File: config.mk
export PLATFORM = sky130hd
export DESIGN_NAME = ov7670_capture_sequencer
export DESIGN_NICKNAME = d
export VERILOG_FILES = /design/src/rtl/ov7670_capture_sequencer.sv
export SDC_FILE = /design/constraint.sdc
export NUM_CORES = 1
export LEC_CHECK = 0
export ABC_AREA = 1
export ABC_CLOCK_PERIOD_IN_PS = 1560
export BUFFER_PORTS_ARGS = -buffer_cell sky130_fd_sc_hd__buf_2
export CAP_MARGIN = 5
export CORE_UTILIZATION = 38
export CTS_CLUSTER_DIAMETER = 150
export CTS_CLUSTER_SIZE = 14
export DETAILED_ROUTE_END_ITERATION = 8
export MAX_ROUTING_LAYER = met4
export SLEW_MARGIN = 10
export SYNTH_ARGS = -nofsm -noshare
export SYNTH_HDL_FRONTEND = slang
export SYNTH_SLANG_ARGS = --single-unit
export TNS_END_PERCENT = 10
File: constraint.sdc
create_clock -name pclk -period 1.56 [get_ports pclk]
set_input_delay 0 -clock pclk [delete_from_list [all_inputs] [get_ports pclk]]
set_output_delay 0 -clock pclk [all_outputs]
set_load 0.01 [all_outputs]
File: src/rtl/ov7670_capture_sequencer.sv
// ov7670_capture_sequencer: gates camera pixel writes per frame and steers each frame into the back bank
// of a ping-pong buffer, swapping to the display only on a frame with exactly FRAME_PIXELS pixels.
module ov7670_capture_sequencer #(
   parameter int FRAME_PIXELS = 76800,
   parameter int DECIM        = 1
) (
   input  logic        pclk,
   input  logic        reset,
   input  logic        v_sync,
   input  logic        mc_we,
   input  logic [16:0] mc_wAddr,
   input  logic [15:0] mc_wData,
   input  logic        cmd_start,
   input  logic        cmd_stop,
   input  logic        mode_single,
   output logic        fb_we,
   output logic [17:0] fb_wAddr,
   output logic [15:0] fb_wData,
   output logic        disp_bank,
   output logic        busy,
   output logic        frame_done,
   output logic        frame_err,
   output logic [7:0]  frame_cnt
);
   localparam logic [16:0] FP     = 17'(FRAME_PIXELS);
   localparam logic [7:0]  SKIP_N = 8'(DECIM - 1);

   typedef enum logic [1:0] {IDLE, ARM, CAPTURE, SKIP} state_t;
   state_t state, state_n;

   logic        v_sync_d, rise, fall, wr_bank;
   logic [16:0] pix_cnt;
   logic [7:0]  skip_cnt;
   logic        mode_r, stop_pend;
   logic        accept, commit, discard;

   assign rise    = v_sync & ~v_sync_d;
   assign fall    = ~v_sync & v_sync_d;
   assign wr_bank = ~disp_bank;
   assign busy    = state != IDLE;

   always_comb begin
      state_n = state;
      accept  = 1'b0;
      commit  = 1'b0;
      discard = 1'b0;
      case (state)
         IDLE: state_n = (cmd_start && !cmd_stop) ? ARM : IDLE;
         ARM:  state_n = cmd_stop ? IDLE : fall ? CAPTURE : ARM;
         CAPTURE: begin
            accept  = mc_we && !rise && mc_wAddr < FP && pix_cnt < FP;
            commit  = rise && pix_cnt == FP;
            discard = rise && pix_cnt != FP;
            // a stop seen on the rise cycle itself still ends the run after this frame
            if (rise)
               state_n = ((mode_r && commit) || stop_pend || cmd_stop) ? IDLE :
                         (!mode_r && DECIM > 1) ? SKIP : ARM;
         end
         SKIP:    state_n = cmd_stop ? IDLE : (rise && skip_cnt <= 8'd1) ? ARM : SKIP;
         default: state_n = IDLE;
      endcase
   end

   always_ff @(posedge pclk) begin
      if (reset) begin
         state      <= IDLE;
         v_sync_d   <= 1'b0;
         pix_cnt    <= '0;
         skip_cnt   <= '0;
         mode_r     <= 1'b0;
         stop_pend  <= 1'b0;
         fb_we      <= 1'b0;
         fb_wAddr   <= '0;
         fb_wData   <= '0;
         disp_bank  <= 1'b0;
         frame_done <= 1'b0;
         frame_err  <= 1'b0;
         frame_cnt  <= '0;
      end else begin
         state      <= state_n;
         v_sync_d   <= v_sync;
         fb_we      <= accept;
         frame_done <= commit;
         frame_err  <= discard;
         if (accept) begin
            fb_wAddr <= {wr_bank, mc_wAddr};
            fb_wData <= mc_wData;
            pix_cnt  <= pix_cnt + 17'd1;
         end
         if (commit) begin
            disp_bank <= ~disp_bank;
            frame_cnt <= frame_cnt + 8'd1;
         end
         if (state == IDLE && state_n == ARM)
            mode_r <= mode_single;
         if (state == ARM && state_n == CAPTURE) begin
            pix_cnt   <= '0;
            stop_pend <= 1'b0;
         end
         if (state == CAPTURE && cmd_stop)
            stop_pend <= 1'b1;
         if (state == CAPTURE && state_n == SKIP)
            skip_cnt <= SKIP_N;
         else if (state == SKIP && rise)
            skip_cnt <= skip_cnt - 8'd1;
      end
   end
endmodule

==> run metrics <==
Setup crit end=pix_cnt[12]; Max FO, Critical Path=27; Seq pwr share=0.545; Reg area=1530 µm²; layout cells sized above 1=0.253; Netlist cell types=34; CTS tree=built; cells after synthesis=512; Fmax achieved=672 MHz; Clk Latency, worst-skew pair=350 ps; headroom to the max-slew limit=0.740; critical path class=flop to flop; most common cell after layout, fill and taps aside=nor2_1; Sw Ratio=0.245; total die area=9760 µm²; Clock Path Buffers=2; Synth Warn #=0; Logic pwr share=0.069; # DRC=0; VDD IR max=0.000576 V; CP startpoint kind=flop; Least-Margin Pin Slew=387 ps; DR pass1 iterations=4; leakage power=2.11 nW; number of global-route vias before repair=3495; RSZ-0062 raised after global routing=yes; I/O pin count=87; worst hold path type=input port to flop; Post-Syn Nets=557; Clock Pin Slew Worst Setup and Hold Paths=80 ps; Synth Cell Area=3560 µm²; worst path arrival time=1750 ps; first-pass GRT wire length=15.8 mm; largest net degree at the start of global routing=40; commonest non-fill, non-tap cells in the layout=128 x nor2_1, 104 x nand2_1, 86 x buf_2; fin util=0.549; Compound-Gate Fraction of Synth Area=0.106; post-route clock period utilization=0.954; largest family of logic cells by synthesized area=simple AND/OR/NAND/NOR gates; Post-Route WL=9.56 mm; grt ovf=0; Die Height=98.8 µm; Int Pwr=2.70 mW; TritonCTS Buffers=9; final setup vio count=0; sw power=0.878 mW; Post-Syn Area per Cell=6.95 µm²; area grow syn2layout=37.2%; count of state elements after synthesis=76; initial core utilization=0.401; Worst Skew=12.8 ps; Pins Over Slew Limit=0; H-Tree Depth=3; max-capacitance violation count=0; sequential cell area fraction in the yosys report=0.427; worst reg2reg setup slack=70 ps; antenna diode count=0; R2R depth=9; min Tclk post-route=1490 ps; Initial DRC Count=152; worst path required time=1820 ps; post-synthesis simple-gate area fraction=0.331; multiplexer share of the synthesized area=0; Worst Hold Launch=mc_we; Via density=4.88; via count=3733; adder-cell share of the synthesized area=0.0176; crit end category=flop; pwr/cell area=733 nW/µm²; all-layer global routing usage=0.207; DPL Wire Length=6.32 mm; r2r startpoint=state[1]; multi-input logic area=1850 µm²; Final ANT Viol Nets=0; gp weighted congestion=0.804; clk sinks=76; PortBufs=86; Tot Pwr=3.58 mW; status=finished, final reports clean; Critical path origin=state[1]; detail-routed net length per standard cell=12.5 µm; clock share of power=0.386; core area=8890 µm²; # fillers=825; worst r2r dst=pix_cnt[12]; Final #Nets=697; Root Buffer=clkbuf_8; Final Hold Vio Count=0; initial antenna violation count=0; Die Width=98.8 µm; xor/xnor share of the synthesized area=0.0443; Site Rows=34
[synth_stat cells, drive strengths merged]
master	number	share of area
nand4	5	0.0088
nand3	18	0.029
o21a	1	0.0021
xor2	10	0.025
ha	5	0.018
nor3b	2	0.0042
nor4	1	0.0018
buf	12	0.023
o21ai	40	0.057
a31oi	3	0.0053
dfxtp	76	0.43
a22oi	1	0.0021
clkbuf	9	0.011
nor2	137	0.15
o2111ai	1	0.0025
xnor2	8	0.020
nand3b	3	0.0063
inv	37	0.040
a21oi	25	0.035
nor3	8	0.014
a211oi	1	0.0021
nand2	109	0.12
[cell families (layout without fill, tap and decap cells)]
group,after synthesis,in the layout
AOI/OAI and AO/OA,72,72
buffers and inverters,58,203
xor gates and xnor gates,18,18
DFF,76,76
and+or+nand+nor,283,283
adders and majority gates,5,5
[sequential cells by signal, indices dropped and copies added (netlist names)]
signal      count
disp_bank       1
fb_wAddr       18
fb_wData       16
fb_we           1
frame_cnt       8
frame_done      1
frame_err       1
mode_r          1
pix_cnt        17
skip_cnt        8
state           2
stop_pend       1
v_sync_d        1
[metrics by stage]
step	std cells	worst slack, ps	TNS, ps	area, µm²	hold WS, ps
after floorplan	512	149	0	3560	107
after global placement	706	100	0	4200	244
after detailed placement	706	50.0	0	4200	246
after CTS	760	21.4	0	4760	220
after global routing	765	-54.1	-222	4880	292
final	765	71.8	0	4880	262
[worst min-delay path by stage]
stage	end	cells after the start
finish	fb_wAddr[17]	8
global route	fb_wAddr[17]	8
CTS	fb_wAddr[17]	8
detailed placement	v_sync_d	3
global placement	v_sync_d	3
floorplan	v_sync_d	2
[timing repair]
item	4_1_cts	5_1_grt
buffers inserted	0	4
hold buffers	38	0
setup endpoints to repair	0	56
endpoints found under the hold margin	38	0
gates resized for setup	0	34
[power groups by stage]
stage / registers [mW] / clock network, mW / logic, mW
6_report: 1.95 / 1.38 / 0.246
5_1_grt: 1.95 / 1.51 / 0.272
4_1_cts: 1.95 / 1.44 / 0.237
3_5_place_dp: 2.00 / 0 / 0.165
3_3_place_gp: 2.00 / 0 / 0.161
2_1_floorplan: 2.00 / 0 / 0.0803
[critical path, stage by stage (launching register included)]
cell and delay (ps):
dfxtp_2 370, inv_2 50, nor2_4 160, nand2_2 110
nor2_4 110, nand3_4 120, inv_4 100, buf_12 170
nand2_1 70, a21oi_1 150
[layer usage]
| metal | GRT usage | vias to the layer above | wire length, µm |
|---|---|---|---|
| li1 | - | 1902 | - |
| met1 | 0.262 | 1720 | 4500 |
| met2 | 0.335 | 99 | 4490 |
| met3 | 0.0397 | 12 | 448 |
| met4 | 0.0620 | 0 | 121 |
| met5 | - | - | 0 |
[final cells by class]
class                      instances  area share
sequential                        76       0.313
clock inverter                     5     0.00743
tap                              108      0.0277
inverter                          37      0.0289
timing repair buffer             150       0.215
clock buffer                      11      0.0289
multi-input combinational        378       0.379
No activity file was read; power rests on OpenSTA's default activity.
